File: config.mk
export PLATFORM = sky130hd
export DESIGN_NAME = toggle_counter_param
export DESIGN_NICKNAME = d
export VERILOG_FILES = /design/src/rtl/toggle_counter_param.sv
export SDC_FILE = /design/constraint.sdc
export NUM_CORES = 1
export LEC_CHECK = 0
export CELL_PAD_IN_SITES_DETAIL_PLACEMENT = 1
export CELL_PAD_IN_SITES_GLOBAL_PLACEMENT = 2
export CORE_MARGIN = 2
export CORE_UTILIZATION = 26
export CTS_CLUSTER_DIAMETER = 100
export DETAILED_ROUTE_END_ITERATION = 6
export PLACE_DENSITY_LB_ADDON = 0.1
export SYNTH_ARGS = -nofsm -noshare
export SYNTH_HDL_FRONTEND = slang
export SYNTH_SLANG_ARGS = --single-unit
File: constraint.sdc
create_clock -name clk -period 4.9 [get_ports clk]
set_clock_uncertainty 0.05 [all_clocks]
set_input_delay 0.98 -clock clk [delete_from_list [all_inputs] [get_ports clk]]
set_output_delay 0.98 -clock clk [all_outputs]
set_load 0.02 [all_outputs]
File: src/rtl/toggle_counter_param.sv
// toggle_counter_param: WIDTH-bit up/down counter with a masked-toggle mode,
// parallel load, optional saturation at the limits, a registered one-cycle
// wrap pulse and a combinational terminal-count flag.
module toggle_counter_param #(
  parameter int WIDTH    = 8,
  parameter int SATURATE = 0
) (
  input  logic             clk,
  input  logic             rst_n,
  input  logic             en,
  input  logic [1:0]       mode,
  input  logic [WIDTH-1:0] t_mask,
  input  logic             load,
  input  logic [WIDTH-1:0] d,
  output logic [WIDTH-1:0] q,
  output logic [WIDTH-1:0] q_inverse,
  output logic             tc,
  output logic             wrap
);

  localparam logic [WIDTH-1:0] ALL_ONES = {WIDTH{1'b1}};
  localparam logic [WIDTH-1:0] ALL_ZERO = {WIDTH{1'b0}};
  localparam logic [WIDTH-1:0] ONE      = {{(WIDTH-1){1'b0}}, 1'b1};

  localparam logic [1:0] MODE_HOLD   = 2'b00;
  localparam logic [1:0] MODE_UP     = 2'b01;
  localparam logic [1:0] MODE_DOWN   = 2'b10;
  localparam logic [1:0] MODE_TOGGLE = 2'b11;

  logic [WIDTH-1:0] cnt_q;
  logic [WIDTH-1:0] cnt_d;
  logic             wrap_q;
  logic             wrap_d;

  // Next-state selection: load wins, then enabled mode action, else hold.
  // Plain case equality means X/Z on load, en or mode matches no item and
  // falls through to the hold default, keeping unknowns out of the state.
  always_comb begin
    cnt_d  = cnt_q;
    wrap_d = 1'b0;
    case ({load, en})
      2'b10, 2'b11: begin
        cnt_d = d;
      end
      2'b01: begin
        case (mode)
          MODE_HOLD: begin
            cnt_d = cnt_q;
          end
          MODE_UP: begin
            if (cnt_q == ALL_ONES) begin
              if (SATURATE != 0) begin
                cnt_d = cnt_q;
              end else begin
                cnt_d  = ALL_ZERO;
                wrap_d = 1'b1;
              end
            end else begin
              cnt_d = cnt_q + ONE;
            end
          end
          MODE_DOWN: begin
            if (cnt_q == ALL_ZERO) begin
              if (SATURATE != 0) begin
                cnt_d = cnt_q;
              end else begin
                cnt_d  = ALL_ONES;
                wrap_d = 1'b1;
              end
            end else begin
              cnt_d = cnt_q - ONE;
            end
          end
          MODE_TOGGLE: begin
            cnt_d = cnt_q ^ t_mask;
          end
          default: begin
            cnt_d = cnt_q;
          end
        endcase
      end
      default: begin
        cnt_d = cnt_q;
      end
    endcase
  end

  // State and wrap-pulse registers with asynchronous clear.
  always_ff @(posedge clk or negedge rst_n) begin
    if (!rst_n) begin
      cnt_q  <= ALL_ZERO;
      wrap_q <= 1'b0;
    end else begin
      cnt_q  <= cnt_d;
      wrap_q <= wrap_d;
    end
  end

  // Terminal count looks only at mode and the current state, never en/load.
  always_comb begin
    tc = 1'b0;
    if ((mode == MODE_UP) && (cnt_q == ALL_ONES)) begin
      tc = 1'b1;
    end else if ((mode == MODE_DOWN) && (cnt_q == ALL_ZERO)) begin
      tc = 1'b1;
    end else begin
      tc = 1'b0;
    end
  end

  // The complement is taken straight from the state register so it can
  // never disagree with q, including while reset is held.
  assign q         = cnt_q;
  assign q_inverse = ~cnt_q;
  assign wrap      = wrap_q;

endmodule

==> flow_summary.html, run 1 <==
<table>
<tr><th>Metric</th><th>Value</th></tr>
<tr><th colspan="2">Place</th></tr>
<tr><td>Setup Slack @ Placement</td><td>approximately 0.98 ns</td></tr>
<tr><td>HPWL after DPL</td><td>2.96 mm</td></tr>
<tr><td>Gpl congestion</td><td>between 0.8 and 0.9</td></tr>
<tr><td>Number of I/O port buffers</td><td>39</td></tr>
<tr><th colspan="2">Critical path</th></tr>
<tr><td>Required time at the endpoint of the critical path</td><td>a little under 4 ns</td></tr>
<tr><td>Minimum setup slack among reg-to-reg paths</td><td>around 2.6 ns</td></tr>
<tr><td>Type of the worst setup path</td><td>primary input to output pin</td></tr>
<tr><td>Largest driver fanout on the critical path</td><td>14</td></tr>
<tr><td>Element type at the critical path start</td><td>primary input</td></tr>
<tr><td>Endpoint kind of the worst setup timing path</td><td>output pin</td></tr>
<tr><td>Arrival @ worst endpoint</td><td>roughly 2.9 ns</td></tr>
<tr><th colspan="2">Yosys</th></tr>
<tr><td>Synth Warn #</td><td>0</td></tr>
<tr><td>Most frequently used flop master after synthesis</td><td>dfrtp_1</td></tr>
<tr><td>Register bit count reported by yosys</td><td>9</td></tr>
<tr><td>Post-Synthesis Cell Area</td><td>about 1100 µm²</td></tr>
<tr><td>Count of cell types in the netlist</td><td>47</td></tr>
<tr><td>Number of flops mapped to enable cells by yosys</td><td>0</td></tr>
<tr><td>Post-synthesis area per instance</td><td>7.80 µm²</td></tr>
<tr><td>Cells after Synth</td><td>between 100 and 150</td></tr>
<tr><td>Fraction of registers with async set/reset</td><td>1.00</td></tr>
<tr><td>Sequential share of the synthesized area</td><td>0.211</td></tr>
<tr><td>Syn nets</td><td>between 150 and 200</td></tr>
<tr><th colspan="2">Finish</th></tr>
<tr><td>Net count of the finished layout</td><td>200</td></tr>
<tr><td>Proportion of layout cells with a drive suffix above 1</td><td>0.0765</td></tr>
<tr><td>Leading cell types in the layout, fill and taps excluded</td><td>clkdlybuf4s50_1, inv_1, nor2_1, dfrtp_1</td></tr>
<tr><td>Number of diodes added for antenna fixing</td><td>0</td></tr>
<tr><td>Commonest non-fill, non-tap cell in the layout</td><td>clkdlybuf4s50_1</td></tr>
<tr><td>Post-layout util</td><td>0.383</td></tr>
<tr><td>Synthesis-to-finish area growth</td><td>42.3%</td></tr>
<tr><td>Filler cells</td><td>between 500 and 600</td></tr>
<tr><th colspan="2">Timing</th></tr>
<tr><td>Minimum clock period</td><td>3.93 ns</td></tr>
<tr><td>Slew of the pin with the lowest slew margin</td><td>between 0.5 and 0.6 ns</td></tr>
<tr><td>Worst-case headroom to the max-slew limit</td><td>0.634</td></tr>
<tr><td>Number of hold-slack violations in the final timing report</td><td>0</td></tr>
<tr><td>Achievable clock frequency</td><td>between 200 and 300 MHz</td></tr>
<tr><td>Max-slew violation count</td><td>0</td></tr>
<tr><td>Setup repair after global routing missed its margin</td><td>no</td></tr>
<tr><td>Final setup TNS</td><td>0 ns</td></tr>
<tr><td>Endpoints failing setup</td><td>0</td></tr>
<tr><td>Share of the clock period used by the worst path</td><td>0.802</td></tr>
<tr><td>Minimum setup slack in the final design</td><td>around 0.97 ns</td></tr>
<tr><th colspan="2">Min path</th></tr>
<tr><td>Kind of path behind the tightest hold check</td><td>register to register</td></tr>
<tr><th colspan="2">Routing</th></tr>
<tr><td>Routed wire length per instance</td><td>between 15 and 20 µm</td></tr>
<tr><td>Antenna-violating nets left</td><td>0</td></tr>
<tr><td>Post-detailed-route via-to-cell ratio</td><td>5.45</td></tr>
<tr><td>Starting DRC count in detailed routing</td><td>75</td></tr>
<tr><td>Total via count in the routed design</td><td>between 1,000 and 1,500</td></tr>
<tr><td>TritonRoute pass-1 iters</td><td>4</td></tr>
<tr><td>Total detailed-routing wirelength</td><td>roughly 3.8 mm</td></tr>
<tr><td>Post-detailed-route DRC marker count</td><td>0</td></tr>
<tr><th colspan="2">Power and ir drop</th></tr>
<tr><td>Areal power density over the cells</td><td>roughly 250 nW/µm²</td></tr>
<tr><td>Leakage power figure</td><td>between 0.0006 and 0.0007 µW</td></tr>
<tr><td>Total power of the final layout</td><td>~380 µW</td></tr>
<tr><td>VDD IR max</td><td>between 0.1 and 0.15 mV</td></tr>
<tr><th colspan="2">CTS</th></tr>
<tr><td>Setup repair bufs after CTS</td><td>0</td></tr>
<tr><td>Root Driver</td><td>clkbuf_8</td></tr>
<tr><td>Inserted Clock Buffers</td><td>3</td></tr>
<tr><td>Worst-path clk slew</td><td>roughly 0.05 ns</td></tr>
<tr><td>H-tree depth</td><td>1</td></tr>
<tr><td>Total of hold buffers inserted after clock tree synthesis</td><td>0</td></tr>
<tr><td>Maximum buffer depth of the clock tree</td><td>2</td></tr>
<tr><td>CTS tree</td><td>done</td></tr>
<tr><td>Number of cells upsized or downsized after cts</td><td>0</td></tr>
<tr><td>Clock latency of the later-clocked register in the worst-skew pair</td><td>about 0.24 ns</td></tr>
<tr><td># clock sinks</td><td>9</td></tr>
<tr><th colspan="2">Run</th></tr>
<tr><td>Number of max-cap violations</td><td>0</td></tr>
<tr><th colspan="2">GRT</th></tr>
<tr><td>GR Util All Layers</td><td>0.184</td></tr>
<tr><td>Maximum number of pins on one net before global-route repair</td><td>16</td></tr>
<tr><td>Via count of the first global-routing pass</td><td>1,207</td></tr>
<tr><td>Antenna violations before repair</td><td>0</td></tr>
<tr><td>GRT overflow</td><td>0</td></tr>
<tr><td>Global-route wire length before repair</td><td>6.33 mm</td></tr>
<tr><th colspan="2">Die</th></tr>
<tr><td>Die height</td><td>~70 µm</td></tr>
<tr><td>Top-Level Pins</td><td>40</td></tr>
<tr><td>Core box area</td><td>between 3000 and 4000 µm²</td></tr>
<tr><td>Number of rows created at floorplan</td><td>23</td></tr>
<tr><td>Die width</td><td>68.1 µm</td></tr>
<tr><td>Initial Utilization</td><td>0.269</td></tr>
<tr><td>Full die area</td><td>about 4600 µm²</td></tr>
<tr><th colspan="2">Status</th></tr>
<tr><td>Run status</td><td>completed</td></tr>
</table>
-- metrics by stage --
stage,cell area [µm²],instances,hold slack [ns]
2_1_floorplan,1070,137,0.634
3_3_place_gp,1480,216,0.653
3_5_place_dp,1480,216,0.670
4_1_cts,1520,220,0.684
5_1_grt,1520,220,0.731
6_report,1520,220,0.693
-- power breakdown --
part           switching (µW)  internal, µW  total, µW  leakage [µW]
combinational            87.8          85.1        173      0.000473
sequential               31.9          83.4        115      0.000105
clock                    34.0          57.1       91.1     0.0000228
total                     154           226        379      0.000600
-- metal layers --
layer	part of all wire	vias up	global-route usage	wire length [µm]
met5	0	-	0	0
met4	0.0021	0	0.0150	8
met3	0.052	2	0.0362	201
met2	0.51	31	0.325	1970
met1	0.43	596	0.241	1670
li1	-	569	-	-
-- Yosys cell counts (2+ instances only) --
library cell	number	area share
inv_1	14	0.049
dfrtp_1	9	0.21
nor2_1	9	0.032
nand2_1	8	0.028
o21ai_0	8	0.037
ha_1	7	0.082
a21oi_1	6	0.028
o22ai_1	6	0.035
clkbuf_1	5	0.018
nand2b_1	5	0.029
xor2_1	5	0.041
a211oi_1	3	0.021
a221oi_1	3	0.025
a31oi_1	3	0.018
buf_2	3	0.014
or3_1	3	0.018
xnor2_1	3	0.025
a2111oi_0	2	0.016
a21o_1	2	0.014
a221oi_2	2	0.028
nand3_1	2	0.0094
nand4_1	2	0.012
nor3b_1	2	0.014
or2_2	2	0.012
-- kinds of logic (layout without fill, tap and decap cells) --
logic type | count (synthesis) | in the layout | synth area share
compound gates | 46 | 46 | 0.309
simple gates | 42 | 42 | 0.233
buf+inv | 25 | 58 | 0.0995
flops | 9 | 9 | 0.211
xor+xnor | 8 | 8 | 0.0656
fa+ha+maj | 7 | 7 | 0.0820
-- critical path, stage by stage --
cell             delay (ns)
clkdlybuf4s50_1        0.45
inv_1                  0.10
ha_1                   0.50
a22o_1                 0.26
clkdlybuf4s50_1        0.61
-- registers in the layout, summed over array words and instances (netlist names) --
signal and flops:
q 8, wrap 1
-- final timing paths --
check / endpoint / startpoint / cells after the start
max: tc / mode[0] / 5
min: q[7] / q[7] / 2
max reg2reg: q[4] / q[0] / 7
min reg2reg: q[7] / q[7] / 2
max in group asynchronous: q[4] / rst_n / 1
min in group asynchronous: q[0] / rst_n / 1
-- final cells by class --
type	instances	area, µm²	area share
Tap cell	50	62.6	0.0412
Timing Repair Buffer	40	398	0.262
Multi-Input combinational cell	103	737	0.485
Sequential cell	9	225	0.148
Clock buffer	4	45.0	0.0296
Inverter	14	52.6	0.0346
Note: power is estimated with default switching activity, not from simulation.
==> run 2: changes to the inputs <==
Settings changed: CORE_UTILIZATION 26 to 22.
Clock period 4.9 ns to 3.22 ns, I/O delays scaled along.
==> flow_summary.html, run 2 (synthesis results as in run 1) <==
<table>
<tr><th>Metric</th><th>Value</th></tr>
<tr><th colspan="2">Status</th></tr>
<tr><td>Run status</td><td>completed</td></tr>
<tr><th colspan="2">Timing</th></tr>
<tr><td>Final setup TNS</td><td>0 ns</td></tr>
<tr><td>Slew of the pin with the lowest slew margin</td><td>0.547 ns</td></tr>
<tr><td>Max-slew violation count</td><td>0</td></tr>
<tr><td>Achievable clock frequency</td><td>around 330 MHz</td></tr>
<tr><td>Share of the clock period used by the worst path</td><td>0.934</td></tr>
<tr><td>Setup repair after global routing missed its margin</td><td>no</td></tr>
<tr><td>Number of hold-slack violations in the final timing report</td><td>0</td></tr>
<tr><td>Minimum clock period</td><td>approximately 3 ns</td></tr>
<tr><td>Endpoints failing setup</td><td>0</td></tr>
<tr><td>Worst-case headroom to the max-slew limit</td><td>0.626</td></tr>
<tr><th colspan="2">Place</th></tr>
<tr><td>Number of I/O port buffers</td><td>39</td></tr>
<tr><td>Cell count after placement</td><td>around 230</td></tr>
<tr><td>Area post-placement</td><td>roughly 1600 µm²</td></tr>
<tr><td>HPWL after DPL</td><td>3.25 mm</td></tr>
<tr><td>Gpl congestion</td><td>0.774</td></tr>
<tr><th colspan="2">Power and ir drop</th></tr>
<tr><td>Leakage power figure</td><td>roughly 0.00066 µW</td></tr>
<tr><td>VDD IR max</td><td>~0.11 mV</td></tr>
<tr><td>Areal power density over the cells</td><td>between 300 and 400 nW/µm²</td></tr>
<tr><td>Total power of the final layout</td><td>about 600 µW</td></tr>
<tr><th colspan="2">CTS</th></tr>
<tr><td>Root Driver</td><td>clkbuf_8</td></tr>
<tr><td>Total of hold buffers inserted after clock tree synthesis</td><td>0</td></tr>
<tr><td>Setup repair bufs after CTS</td><td>0</td></tr>
<tr><td>H-tree depth</td><td>1</td></tr>
<tr><td># clock sinks</td><td>9</td></tr>
<tr><td>Worst-path clk slew</td><td>approximately 0.050 ns</td></tr>
<tr><td>CTS tree</td><td>done</td></tr>
<tr><td>Clock latency of the later-clocked register in the worst-skew pair</td><td>around 0.24 ns</td></tr>
<tr><td>Maximum buffer depth of the clock tree</td><td>2</td></tr>
<tr><td>Inserted Clock Buffers</td><td>3</td></tr>
<tr><td>Number of cells upsized or downsized after cts</td><td>0</td></tr>
<tr><th colspan="2">GRT</th></tr>
<tr><td>Global routing usage on met1</td><td>0.199</td></tr>
<tr><td>Antenna violations before repair</td><td>0</td></tr>
<tr><td>Maximum number of pins on one net before global-route repair</td><td>15</td></tr>
<tr><td>GRT overflow</td><td>0</td></tr>
<tr><td>Via count of the first global-routing pass</td><td>between 1,000 and 1,500</td></tr>
<tr><td>GR Util All Layers</td><td>0.157</td></tr>
<tr><td>Global-route wire length before repair</td><td>around 6.5 mm</td></tr>
<tr><td>Peak-usage layer in the global routing report</td><td>met2</td></tr>
<tr><td>Met2 track demand over resource</td><td>0.279</td></tr>
<tr><td>Global-route track usage on met3</td><td>0.0384</td></tr>
<tr><th colspan="2">Finish</th></tr>
<tr><td>Number of flip-flops under the largest register name</td><td>8</td></tr>
<tr><td>Proportion of layout cells with a drive suffix above 1</td><td>0.142</td></tr>
<tr><td>Leading cell types in the layout, fill and taps excluded</td><td>clkdlybuf4s50_1, inv_1, buf_4</td></tr>
<tr><td>Non-filler cells in the finished layout</td><td>around 240</td></tr>
<tr><td>Synthesis-to-finish area growth</td><td>51.9%</td></tr>
<tr><td>Post-route standard cell area excluding fillers</td><td>approximately 1600 µm²</td></tr>
<tr><td>Filler cells</td><td>between 500 and 600</td></tr>
<tr><td>Commonest non-fill, non-tap cell in the layout</td><td>clkdlybuf4s50_1</td></tr>
<tr><td>Number of diodes added for antenna fixing</td><td>0</td></tr>
<tr><td>Net count of the finished layout</td><td>213</td></tr>
<tr><th colspan="2">Critical path</th></tr>
<tr><td>Type of the worst setup path</td><td>register to output pin</td></tr>
<tr><td>Arrival @ worst endpoint</td><td>roughly 2.3 ns</td></tr>
<tr><td>Endpoint kind of the worst setup timing path</td><td>output pin</td></tr>
<tr><td>CP top delay family</td><td>simple AND/OR/NAND/NOR gates</td></tr>
<tr><td>CP Cell Sequence</td><td>or4_4, nor3_2, a22o_1, clkdlybuf4s50_1</td></tr>
<tr><td>Slowest cell delay on critical path</td><td>between 0.6 and 0.7 ns</td></tr>
<tr><td>Minimum setup slack among reg-to-reg paths</td><td>~0.89 ns</td></tr>
<tr><td>CP max stage cell</td><td>clkdlybuf4s50_1</td></tr>
<tr><td>Number of buffers and inverters on the critical path</td><td>1</td></tr>
<tr><td>FF-to-FF End</td><td>q[4]</td></tr>
<tr><td>Required time at the endpoint of the critical path</td><td>~2.5 ns</td></tr>
<tr><td>Beginning of the worst register-to-register path</td><td>q[0]</td></tr>
<tr><td>Element type at the critical path start</td><td>register</td></tr>
<tr><td>Worst Reg-to-Reg Cells</td><td>8</td></tr>
<tr><td>Largest driver fanout on the critical path</td><td>4</td></tr>
<tr><th colspan="2">Routing</th></tr>
<tr><td>Post-detailed-route via-to-cell ratio</td><td>5.19</td></tr>
<tr><td>TritonRoute pass-1 iters</td><td>4</td></tr>
<tr><td>Routed wire length per instance</td><td>roughly 17 µm</td></tr>
<tr><td>Post-detailed-route DRC marker count</td><td>0</td></tr>
<tr><td>Total via count in the routed design</td><td>1,229</td></tr>
<tr><td>Total detailed-routing wirelength</td><td>a little over 4 mm</td></tr>
<tr><td>Starting DRC count in detailed routing</td><td>between 70 and 80</td></tr>
<tr><td>Antenna-violating nets left</td><td>0</td></tr>
<tr><th colspan="2">Min path</th></tr>
<tr><td>Worst hold path cell count</td><td>2</td></tr>
<tr><td>Origin of the worst min-delay path</td><td>q[0]</td></tr>
<tr><td>Kind of path behind the tightest hold check</td><td>register to register</td></tr>
<tr><td>Hold Path Sink</td><td>q[0]</td></tr>
<tr><th colspan="2">Run</th></tr>
<tr><td>Number of max-cap violations</td><td>0</td></tr>
<tr><th colspan="2">Die</th></tr>
<tr><td>Number of rows created at floorplan</td><td>25</td></tr>
<tr><td>Die height</td><td>73.7 µm</td></tr>
<tr><td>Core box area</td><td>approximately 4700 µm²</td></tr>
<tr><td>Full die area</td><td>about 5400 µm²</td></tr>
<tr><td>Die width</td><td>between 70 and 80 µm</td></tr>
<tr><td>Top-Level Pins</td><td>40</td></tr>
<tr><td>Initial Utilization</td><td>0.228</td></tr>
</table>
-- run 2: per-layer routing --
metal / vias up / part of all wire
met1: 601 / 0.45
met2: 33 / 0.49
met3: 3 / 0.056
met5: - / 0
li1: 592 / -
met4: 0 / 0.0020
-- run 2: through the flow --
stage,util,worst slack [ns],hold slack (ns)
detailed placement,0.336,0.243,0.658
global route,0.346,0.121,0.699
finish,0.346,0.213,0.659
CTS,0.346,0.196,0.669
floorplan,-,0.886,0.298
global placement,0.336,0.283,0.648
-- run 2: final cells by class --
cell class	count	area, µm²	area share
Multi-Input combinational cell	103	737	0.454
Timing Repair Buffer	53	495	0.305
Sequential cell	9	225	0.139
Tap cell	54	67.6	0.0416
Inverter	14	52.6	0.0324
Clock buffer	4	45.0	0.0278
-- run 2: worst max-delay path by stage --
stage	start	end	cells after the start
3_5_place_dp	mode[0]	q[4]	9
2_1_floorplan	q[4]	tc	4
3_3_place_gp	mode[0]	q[4]	9
4_1_cts	q[2]	tc	4
6_report	q[2]	tc	4
5_1_grt	q[0]	tc	5
-- run 2: where the power goes --
| group | internal [µW] | switching (µW) | total [µW] |
|---|---|---|---|
| Sequential | 127 | 23.1 | 151 |
| Combinational | 147 | 166 | 313 |
| Clock | 87.0 | 52.1 | 139 |
-- run 2: tightest hold or removal path, cell delays in order, from the launching register on --
cell	delay (ns)
dfrtp_1	0.47
o22ai_1	0.14
nor2_1	0.05
==> run 3: changes to the inputs <==
Settings changed: ABC_CLOCK_PERIOD_IN_PS from default to 2900, CORE_MARGIN 2 to 8, CORE_UTILIZATION 22 to 24.
Clock period 3.22 ns to 2.9 ns, I/O delays scaled along.
==> flow_summary.html, run 3 (synthesis results as in run 1) <==
<table>
<tr><th>Metric</th><th>Value</th></tr>
<tr><th colspan="2">CTS</th></tr>
<tr><td>Worst-path clk slew</td><td>0.05 ns</td></tr>
<tr><td>CTS tree</td><td>done</td></tr>
<tr><td>Setup repair bufs after CTS</td><td>0</td></tr>
<tr><td>Clock latency of the later-clocked register in the worst-skew pair</td><td>0.24 ns</td></tr>
<tr><td># clock sinks</td><td>9</td></tr>
<tr><td>Inserted Clock Buffers</td><td>3</td></tr>
<tr><td>Total of hold buffers inserted after clock tree synthesis</td><td>0</td></tr>
<tr><td>Maximum buffer depth of the clock tree</td><td>2</td></tr>
<tr><td>Root Driver</td><td>clkbuf_8</td></tr>
<tr><td>H-tree depth</td><td>1</td></tr>
<tr><th colspan="2">Power and ir drop</th></tr>
<tr><td>Switching portion of total power</td><td>0.399</td></tr>
<tr><td>Combinational group share of total power</td><td>0.528</td></tr>
<tr><td>VDD IR max</td><td>0.203 mV</td></tr>
<tr><td>Power share of the sequential group</td><td>0.241</td></tr>
<tr><td>Clock group share of total power</td><td>0.231</td></tr>
<tr><td>Leakage power figure</td><td>between 0.0006 and 0.0007 µW</td></tr>
<tr><td>Net Sw Power</td><td>roughly 270 µW</td></tr>
<tr><td>Total internal power</td><td>~400 µW</td></tr>
<tr><td>Areal power density over the cells</td><td>413 nW/µm²</td></tr>
<tr><th colspan="2">Status</th></tr>
<tr><td>Run status</td><td>completed</td></tr>
<tr><th colspan="2">Die</th></tr>
<tr><td>Core box area</td><td>approximately 4300 µm²</td></tr>
<tr><td>Die height</td><td>approximately 83 µm</td></tr>
<tr><td>Number of rows created at floorplan</td><td>24</td></tr>
<tr><td>Full die area</td><td>6840 µm²</td></tr>
<tr><td>Top-Level Pins</td><td>40</td></tr>
<tr><td>Die width</td><td>just over 80 µm</td></tr>
<tr><td>Initial Utilization</td><td>0.247</td></tr>
<tr><th colspan="2">Critical path</th></tr>
<tr><td>Type of the worst setup path</td><td>register to output pin</td></tr>
<tr><td>Number of buffers and inverters on the critical path</td><td>1</td></tr>
<tr><td>Minimum setup slack among reg-to-reg paths</td><td>approximately 0.55 ns</td></tr>
<tr><td>Slowest cell delay on critical path</td><td>roughly 0.6 ns</td></tr>
<tr><td>Worst Reg-to-Reg Cells</td><td>9</td></tr>
<tr><td>CP top delay family</td><td>simple AND/OR/NAND/NOR gates</td></tr>
<tr><td>Element type at the critical path start</td><td>register</td></tr>
<tr><td>Arrival @ worst endpoint</td><td>around 2 ns</td></tr>
<tr><td>FF-to-FF End</td><td>q[4]</td></tr>
<tr><td>Endpoint kind of the worst setup timing path</td><td>output pin</td></tr>
<tr><td>CP max stage cell</td><td>or4_4</td></tr>
<tr><td>Largest driver fanout on the critical path</td><td>4</td></tr>
<tr><td>Beginning of the worst register-to-register path</td><td>q[0]</td></tr>
<tr><td>Required time at the endpoint of the critical path</td><td>between 2 and 2.5 ns</td></tr>
<tr><td>CP Cell Sequence</td><td>or4_4, nor3_2, a22o_1, dlygate4sd2_1</td></tr>
<tr><th colspan="2">GRT</th></tr>
<tr><td>GR Util All Layers</td><td>0.133</td></tr>
<tr><td>Via count of the first global-routing pass</td><td>about 1,400</td></tr>
<tr><td>GRT overflow</td><td>0</td></tr>
<tr><td>Global-route wire length before repair</td><td>between 7 and 8 mm</td></tr>
<tr><td>Maximum number of pins on one net before global-route repair</td><td>15</td></tr>
<tr><td>Antenna violations before repair</td><td>0</td></tr>
<tr><th colspan="2">Timing</th></tr>
<tr><td>Max-slew violation count</td><td>0</td></tr>
<tr><td>Achievable clock frequency</td><td>379 MHz</td></tr>
<tr><td>Number of hold-slack violations in the final timing report</td><td>0</td></tr>
<tr><td>Final setup TNS</td><td>0 ns</td></tr>
<tr><td>Setup repair after global routing missed its margin</td><td>no</td></tr>
<tr><td>Worst-case headroom to the max-slew limit</td><td>0.654</td></tr>
<tr><td>Share of the clock period used by the worst path</td><td>0.911</td></tr>
<tr><td>Minimum clock period</td><td>2.64 ns</td></tr>
<tr><td>Slew of the pin with the lowest slew margin</td><td>around 0.52 ns</td></tr>
<tr><td>Endpoints failing setup</td><td>0</td></tr>
<tr><th colspan="2">Place</th></tr>
<tr><td>Number of I/O port buffers</td><td>39</td></tr>
<tr><td>HPWL after DPL</td><td>3.34 mm</td></tr>
<tr><td>Area post-placement</td><td>~1600 µm²</td></tr>
<tr><td>Gpl congestion</td><td>around 0.83</td></tr>
<tr><th colspan="2">Routing</th></tr>
<tr><td>Routed wire length per instance</td><td>~18 µm</td></tr>
<tr><td>Post-detailed-route DRC marker count</td><td>0</td></tr>
<tr><td>Starting DRC count in detailed routing</td><td>56</td></tr>
<tr><td>Total detailed-routing wirelength</td><td>roughly 4.3 mm</td></tr>
<tr><td>TritonRoute pass-1 iters</td><td>4</td></tr>
<tr><td>Antenna-violating nets left</td><td>0</td></tr>
<tr><td>Total via count in the routed design</td><td>approximately 1,200</td></tr>
<tr><td>Post-detailed-route via-to-cell ratio</td><td>between 5 and 6</td></tr>
<tr><th colspan="2">Finish</th></tr>
<tr><td>Proportion of layout cells with a drive suffix above 1</td><td>0.156</td></tr>
<tr><td>Net count of the finished layout</td><td>216</td></tr>
<tr><td>Commonest non-fill, non-tap cell in the layout</td><td>clkdlybuf4s50_1</td></tr>
<tr><td>Number of flip-flops under the largest register name</td><td>8</td></tr>
<tr><td>Synthesis-to-finish area growth</td><td>53.6%</td></tr>
<tr><td>Number of diodes added for antenna fixing</td><td>0</td></tr>
<tr><td>Post-route standard cell area excluding fillers</td><td>approximately 1600 µm²</td></tr>
<tr><td>Filler cells</td><td>around 550</td></tr>
<tr><td>Leading cell types in the layout, fill and taps excluded</td><td>clkdlybuf4s50_1, buf_4, inv_1</td></tr>
<tr><th colspan="2">Min path</th></tr>
<tr><td>Kind of path behind the tightest hold check</td><td>primary input to asynchronous set/reset pin</td></tr>
<tr><th colspan="2">Run</th></tr>
<tr><td>Number of max-cap violations</td><td>0</td></tr>
</table>
## run 3: changes by cell type in the layout (fill, tap and decap cells not counted), sizes merged
cell | before | now
clkdlybuf4s50 | 39 | 38
buf | 14 | 17
dlygate4sd2 | 0 | 1
## run 3: worst register-to-register path: cells and delay by family (launching register included)
kind | cells | cell delay (ns)
buffers and inverters | 3 | 0.44
AOI/OAI and AO/OA | 3 | 0.77
and+or+nand+nor | 2 | 0.22
DFF | 1 | 0.48
adders and majority gates | 1 | 0.27
## run 3: how the worst max path moves through the flow
stage                       start    to  slack, ns  cells after the start
final                        q[2]    tc       0.26                      4
after global routing         q[2]    tc       0.12                      4
after CTS                    q[2]    tc       0.25                      4
after detailed placement  mode[0]  q[4]       0.09                      9
after global placement    mode[0]  q[4]       0.09                      9
after floorplan              q[4]    tc       0.63                      4
## run 3: area by class of cell
class | count | area [µm²] | area share
clock buffer | 4 | 45.0 | 0.0274
inverter | 14 | 52.6 | 0.0320
multi-input combinational | 103 | 737 | 0.449
sequential | 9 | 225 | 0.137
tap | 52 | 65.1 | 0.0396
timing repair buffer | 56 | 517 | 0.315
## run 3: routing by layer
metal / part of all wire / up-vias / GRT usage
li1: - / 600 / -
met1: 0.46 / 612 / 0.160
met2: 0.49 / 25 / 0.237
met3: 0.054 / 2 / 0.0357
met4: 0.0014 / 0 / 0.0103
met5: 0 / - / 0
## run 3: power groups by stage
stage	Clock [µW]	Sequential, µW	Combinational, µW
after floorplan	0	177	178
after global placement	0	164	356
after detailed placement	0	165	359
after CTS	161	163	361
after global routing	164	166	391
final	156	163	358
## run 3: metrics by stage
stage	std cells	hold WS [ns]	power, µW	worst slack (ns)	utilization
after CTS	238	0.647	686	0.254	0.380
after global routing	238	0.679	721	0.122	0.380
after global placement	234	0.640	520	0.0903	0.370
after floorplan	137	0.234	356	0.630	-
after detailed placement	234	0.665	525	0.0923	0.370
final	238	0.630	677	0.259	0.380
## run 3: repair_timing
action                                  in CTS  in global routing
endpoints found under the hold margin        0                  0
resized for setup                            1                  0
endpoints found under the setup margin       1                  0
